[src/rtl/debounce_pulse_pkg.sv]
// Shared types and default constants for the debounce_pulse button front end.
package debounce_pulse_pkg;

    typedef enum logic [1:0] {
        IDLE         = 2'd0,
        PRESS_WAIT   = 2'd1,
        PRESSED      = 2'd2,
        RELEASE_WAIT = 2'd3
    } state_t;

    localparam int DEF_STABLE_CYCLES = 4;
    localparam int DEF_CNT_W         = 16;
    localparam int DEF_REPEAT_CYCLES = 1000;

endpackage

[src/rtl/debounce_pulse_sync_2ff.sv]
// Two-flop synchronizer bringing the raw asynchronous button level into the clk domain.
module sync_2ff (
    input  logic clk,
    input  logic rst,
    input  logic d,
    output logic q
);

    logic meta_p0;

    always_ff @(posedge clk or negedge rst) begin
        if (!rst) begin
            meta_p0 <= 1'b0;
            q       <= 1'b0;
        end else begin
            meta_p0 <= d;
            q       <= meta_p0;
        end
    end

endmodule

[src/rtl/debounce_pulse.sv]
// Button debouncer: synchronizer + 4-state stability FSM, one-clock pulse per accepted press.
// Optional auto-repeat while held is enabled by defining DEBOUNCE_AUTOREPEAT_EN.
module debounce_pulse
    import debounce_pulse_pkg::*;
#(
    parameter int STABLE_CYCLES = DEF_STABLE_CYCLES,
    parameter int CNT_W         = DEF_CNT_W,
    parameter int REPEAT_CYCLES = DEF_REPEAT_CYCLES
) (
    input  logic clk,
    input  logic rst,
    input  logic btn_in,
    output logic pulse,
    output logic level
);

    localparam logic [CNT_W-1:0] CNT_LAST = CNT_W'(STABLE_CYCLES - 1);

    if (STABLE_CYCLES < 2 || longint'(STABLE_CYCLES) > (longint'(1) << CNT_W) ||
        REPEAT_CYCLES < 2 || longint'(REPEAT_CYCLES) > (longint'(1) << CNT_W)) begin : g_bad_param
        $error("debounce_pulse: STABLE_CYCLES/REPEAT_CYCLES out of range for CNT_W");
    end

    logic             btn_s;
    state_t           state_p0, state_nxt;
    logic [CNT_W-1:0] cnt_p0, cnt_nxt;
    logic             press_acc;
    logic             rpt_fire;

    sync_2ff u_sync (
        .clk (clk),
        .rst (rst),
        .d   (btn_in),
        .q   (btn_s)
    );

    // Stage p0: stability FSM. cnt only counts up to CNT_LAST and is cleared on every exit.
    always_comb begin
        state_nxt = state_p0;
        cnt_nxt   = cnt_p0;
        press_acc = 1'b0;
        case (state_p0)
            IDLE: begin
                if (btn_s) begin
                    state_nxt = PRESS_WAIT;
                    cnt_nxt   = '0;
                end
            end
            PRESS_WAIT: begin
                if (!btn_s) begin
                    state_nxt = IDLE;
                    cnt_nxt   = '0;
                end else if (cnt_p0 == CNT_LAST) begin
                    state_nxt = PRESSED;
                    cnt_nxt   = '0;
                    press_acc = 1'b1;
                end else begin
                    cnt_nxt = cnt_p0 + 1'b1;
                end
            end
            PRESSED: begin
                if (!btn_s) begin
                    state_nxt = RELEASE_WAIT;
                    cnt_nxt   = '0;
                end
            end
            RELEASE_WAIT: begin
                if (btn_s) begin
                    state_nxt = PRESSED;
                    cnt_nxt   = '0;
                end else if (cnt_p0 == CNT_LAST) begin
                    state_nxt = IDLE;
                    cnt_nxt   = '0;
                end else begin
                    cnt_nxt = cnt_p0 + 1'b1;
                end
            end
            default: begin
                state_nxt = IDLE;
                cnt_nxt   = '0;
            end
        endcase
    end

`ifdef DEBOUNCE_AUTOREPEAT_EN
    localparam logic [CNT_W-1:0] RPT_LAST = CNT_W'(REPEAT_CYCLES - 1);

    logic [CNT_W-1:0] rcnt_p0, rcnt_nxt;

    // Repeat timer runs only while PRESSED is held; any other cycle reloads it to zero.
    always_comb begin
        rcnt_nxt = '0;
        rpt_fire = 1'b0;
        if (state_p0 == PRESSED && state_nxt == PRESSED) begin
            if (rcnt_p0 == RPT_LAST) begin
                rpt_fire = 1'b1;
            end else begin
                rcnt_nxt = rcnt_p0 + 1'b1;
            end
        end
    end

    always_ff @(posedge clk or negedge rst) begin
        if (!rst) begin
            rcnt_p0 <= '0;
        end else begin
            rcnt_p0 <= rcnt_nxt;
        end
    end
`else
    assign rpt_fire = 1'b0;
`endif

    always_ff @(posedge clk or negedge rst) begin
        if (!rst) begin
            state_p0 <= IDLE;
            cnt_p0   <= '0;
            pulse    <= 1'b0;
        end else begin
            state_p0 <= state_nxt;
            cnt_p0   <= cnt_nxt;
            pulse    <= press_acc | rpt_fire;
        end
    end

    assign level = (state_p0 == PRESSED) || (state_p0 == RELEASE_WAIT);

endmodule

[config.mk]
export PLATFORM = sky130hd
export DESIGN_NAME = debounce_pulse
export DESIGN_NICKNAME = d
export VERILOG_FILES = /design/src/rtl/debounce_pulse_pkg.sv /design/src/rtl/debounce_pulse_sync_2ff.sv /design/src/rtl/debounce_pulse.sv
export SDC_FILE = /design/constraint.sdc
export NUM_CORES = 1
export LEC_CHECK = 0
export ABC_CLOCK_PERIOD_IN_PS = 3000
export CORE_AREA = 8 8 64 66
export CTS_BUF_LIST = sky130_fd_sc_hd__clkbuf_4 sky130_fd_sc_hd__clkbuf_8
export DETAILED_ROUTE_END_ITERATION = 6
export DIE_AREA = 0 0 72 74
export DONT_BUFFER_PORTS = 1
export HOLD_SLACK_MARGIN = 0.08
export PLACE_DENSITY = 0.56
export REMOVE_ABC_BUFFERS = 1
export SYNTH_ARGS = -nofsm -noshare
export SYNTH_HDL_FRONTEND = slang
export SYNTH_SLANG_ARGS = --single-unit
[constraint.sdc]
create_clock -name clk -period 3 [get_ports clk]
set_input_delay 0.6 -clock clk [delete_from_list [all_inputs] [get_ports clk]]
set_output_delay 0.6 -clock clk [all_outputs]
set_load 0.1 [all_outputs]
==> After elaboration in Yosys (flattened, before gate mapping) <==
Cells that the tools add are included.
{ "totals": {"reg_bits": 21, "out_inout_bits": 2} }
{ "op_classes": {"add_sub_neg": 1, "n_eq_ne": 8, "muxes": 16, "reduce_logical": 4} }
{ "ops": {"columns": ["operator", "n"], "rows": [
  ["2-to-1 mux 16 bit", 5],
  ["one-hot mux 16 bit (4 select lines)", 1],
  ["adder 16 x 1 -> 16 bit (second input constant)", 1],
  ["equality test 16 x 2 -> 1 bit (second input constant)", 1],
  ["2-to-1 mux 2 bit", 6],
  ["one-hot mux 2 bit (4 select lines)", 1],
  ["equality test 2 bit (second input constant)", 2],
  ["AND reduction 4 bit", 1],
  ["2-to-1 mux 1 bit", 3],
  ["inequality test 3 x 2 -> 1 bit (second input constant)", 1],
  ["inequality test 3 bit (second input constant)", 1],
  ["equality test 2 x 1 -> 1 bit (second input constant)", 1],
  ["logical NOT 2 bit", 1],
  ["inequality test 2 x 1 -> 1 bit (second input constant)", 1],
  ["inequality test 2 bit (second input constant)", 1],
  ["AND reduction 2 bit", 1],
  ["logical OR 1 bit", 1]
]} }

==> Depth between registers and ports, before layout <==
{ "depth": {"word_depth": 4, "ltp_mapped": 5, "mapped_depth_nobuf": 5} }

==> Cells and area by module <==
From an unflattened synthesis, not the netlist that was laid out.
{ "unflattened": {"cells_unflattened": 124, "hier_area_um2": 1272.5} }
{ "by_module_without_submodules": {"columns": ["module", "n_inst", "cells_each", "area_per_inst_um2", "seq_area_each_um2"], "rows": [
  ["debounce_pulse", 1, 122, 1222.4, 475.5],
  ["sync_2ff", 1, 2, 50.0, 50.0]
]} }

==> Least setup slack after synthesis <==
OpenSTA, ideal clock, no wires.
{ "synth_timing": {"path_kind": "register -> output", "start": "reg (tool-made name)", "end": "out level", "arrival_ns": 1.257, "required_time_ns": 2.400, "slack_ns": 1.143, "stages_incl_launch_ff": 2, "n_path_buf": 1, "path_cell_list": "dfrtp_1 clkbuf_1"} }
{ "synth_lines": {"columns": ["element", "line", "rtl"], "rows": [
  ["end, declared", "debounce_pulse.sv:14", "output logic level"]
]} }

==> Worst setup path in the final report <==
{ "layout_timing": {"start": "reg cnt_p0[0]", "end": "reg cnt_p0[12]"} }
{ "layout_between": {"elab_chain_len": 4, "word_cells_on_any_way": 6, "classes_between": "1 x add/sub; 1 x eq/ne; 4 x mux"} }
{ "layout_lines": {"columns": ["element", "line", "rtl"], "rows": [
  ["start, declared", "debounce_pulse.sv:26", "logic [CNT_W-1:0] cnt_p0, cnt_nxt;"],
  ["start signal, assigned", "debounce_pulse.sv:121", "cnt_p0 <= cnt_nxt;"],
  ["adder 16 x 1 -> 16 bit / equality test 16 x 2 -> 1 bit (equally long branches)", null, null],
  ["2-to-1 mux 16 bit *", "debounce_pulse.sv:53, debounce_pulse.sv:71", null],
  ["2-to-1 mux 16 bit (on tied branches)", "debounce_pulse.sv:68, debounce_pulse.sv:50", null],
  ["one-hot mux 16 bit (4 select lines) *", "debounce_pulse.sv:42", "case (state_p0)"]
]} }
Mark *: on every way between the ends. The rest lies on a longest branch, timed or not.
A chain may end at the register's enable or synchronous reset.

==> flow_summary.toml <==
[timing]
setup_viol = 0
fin_tns_setup_ps = 0
fin_hold_ws_ps = 304
period_share_pct = 63.9
fmax_mhz = 521
period_minus_slack_ps = 1920
report.final.slew_viol_count = 0
hold_violations = 0
worst_pin_slew_ps = 927
fin_worst_skew_ps = 1.16
slew_headroom_pct = 38.0
rsz0062_at_grt = "no"

[critical_path]
crit_chain = "ha_1 -> and3_2 -> or4b_1 -> or4_1 -> nand3_1"
cp_max_fo = 5
timing.reg2reg.worst_path_depth = 5
cp_slowest_cell = "or4b_1"
arrival_ps = 2170
end_kind = "register"
critPathLaunch = "cnt_p0[0]"
required_ps = 3250
reg2reg_to = "cnt_p0[12]"
slowest_delay_ps = 480
reg2reg_slack_ps = 1080
path_class = "reg -> reg"
rr_startpoint = "cnt_p0[0]"
cp-start-kind = "register"

[synth]
syn_inst = 111
ys_types = 41
netlist_area_um2 = 1170
ys_ff_latch = 21
yosysWarnings = 0
syn_area_per_cell_um2 = 10.5
ys_top_cells_by_area = "dfrtp_1 45%, nor4_1 3.2%, and4_1 3.0%"
synth_largest_area_cell = "dfrtp_1"
synth_seq_area_share_pct = 45.0
synth_ff_type = "dfrtp_1"
synthArstFlopShare_pct = 100
synth_edf_count = 0
synth_top_area_share_pct = 45.0

[clock_tree]
clock_path_buffers = 2
cts.clk_slew.worst_paths_ps = 110
cts.sinks = 21
cts_buffers = 3
clk_latency_ps = 310
post-cts-setup-buffers = 0
cts-hold-fix-buffers = 1
cts_tree = "built"
htreeDepth = 1
ctsResizeCount = 0
root_buffer = "clkbuf_4"

[final_layout]
final_area_um2 = 1210
area_growth_pct = 3.97
fillCellCount = 319
num_antenna_cells = 0
fin_cells = 158
nNetsFinal = 117
drive_above_1_share_pct = 11.6

[floorplan]
die_w_um = 72
rows = 21
boundaryPins = 5
fp.dieH_um = 74
start_util_pct = 36.7
die_area_um2 = 5330
core-area_um2 = 3180

[worst_hold_path]
min_path_type = "in -> reg"
min_to = "u_sync.meta_p0"
min_path_cells = 0
min_from = "btn_in"

[status]
outcome = "finished clean"

[detailed_routing]
final_antenna_net_count = 0
firstDrtPassIters = 4
drt-initial-drc-count = 43
routed_wl_mm = 2.43
vias = 905
vias_per_cell = 5.73
drc = 0
wl_per_cell_um = 15.4

[placed_design]
dpl.cell_count = 153
dpl_cell_area_um2 = 1180
place.port_buffers = 0
dp_hpwl_mm = 1.77
gp_congestion = 0.913

[global_routing]
grt_pass1_vias = 926
antenna_found_initial = 0
grt_first_pass_wirelength_mm = 4.31
grt.overflow.total = 0
grt_use_total_pct = 10.3
grt_max_degree = 22

[power_and_ir_drop]
power.density_nw_per_um2 = 670
p_leak_uw = 0.000489
vdd_ir_drop_max_v = 0.000209
p_total_uw = 813

[flow_run]
drv_cap = 0
==> registers in the layout, indices dropped and copies added, names as in the netlist, named ones only <==
signal / cells
cnt_p0: 16
pulse: 1
state_p0: 1
u_sync.meta_p0: 1
u_sync.q: 1
==> critical path: cells and delay by family (launching register included) <==
kind / cells / cell delay [ps]
AND/OR/NAND/NOR: 4 / 1230
flip-flops: 1 / 410
adder cells (fa/ha/maj): 1 / 230
==> cell usage after synthesis, types with 2 or more instances <==
| master | count |
|---|---|
| inv_1 | 3 |
| nor2_1 | 7 |
| nand2_1 | 6 |
| or3_1 | 4 |
| a21oi_1 | 5 |
| or4_1 | 4 |
| nand3_1 | 5 |
| nor4_1 | 6 |
| dfrtp_1 | 21 |
| o21ai_0 | 4 |
| a31o_1 | 2 |
| and4_1 | 4 |
| a22o_1 | 3 |
| o2111ai_1 | 2 |
| nor4b_1 | 2 |
| buf_6 | 3 |
| nor3_1 | 2 |
| o31ai_1 | 2 |
| xor2_1 | 4 |
==> report_power, final <==
part / leakage [uW] / internal (uW) / switching, uW
sequential: 0.000282 / 313 / 47.0
combinational: 0.000189 / 97.5 / 219
clock: 0.0000177 / 49.9 / 86.4
==> layer usage <==
layer / part of all wire, % / GRT usage (%)
met1: 45 / 12.2
met2: 49 / 16.8
met3: 3.4 / 2.16
met4: 2.3 / 6.58
met5: 0 / 0
==> cell usage in the layout, fill, tap and decap left out, types with 3 or more instances in the layout <==
master and instances:
or4_1 4, inv_1 3, xor2_1 4, nand2_1 6, and4_1 4, a22o_1 3, clkbuf_4 3, o21ai_0 4
nor4_1 6, nor2_1 7, or3_1 4, nand3_1 5, a21oi_1 5, dfrtp_1 21
==> metrics by stage <==
step | setup slack [ps] | util, %
after floorplan | 877 | -
after detailed placement | 1120 | 37.0
final | 1080 | 38.2
after CTS | 1090 | 38.2
after global routing | 1010 | 38.2
after global placement | 1150 | 37.0
==> worst max path at each step <==
stage	end	slack, ps
after floorplan	cnt_p0[12]	880
after global placement	cnt_p0[12]	1150
after detailed placement	cnt_p0[12]	1120
after CTS	cnt_p0[12]	1090
after global routing	cnt_p0[12]	1010
final	cnt_p0[12]	1080
==> cell type report <==
type	instances	area, um^2	area share, %
clock inverters	1	5.00	0.412
flip-flops and latches	21	526	43.3
inverters	3	11.3	0.928
repair buffers	2	17.5	1.44
clock buffers	3	22.5	1.86
multi-input cells	82	574	47.3
well taps	46	57.6	4.74
==> logic make-up after synthesis <==
| family | share of synthesized area [%] |
|---|---|
| and+or+nand+nor | 25.8 |
| adders and majority gates | 1.07 |
| AOI/OAI and AO/OA | 16.0 |
| buffers and inverters | 5.79 |
| DFF | 45.0 |
| muxes | 1.93 |
| xor gates and xnor gates | 4.39 |
Note: power is estimated with default switching activity, not from simulation.
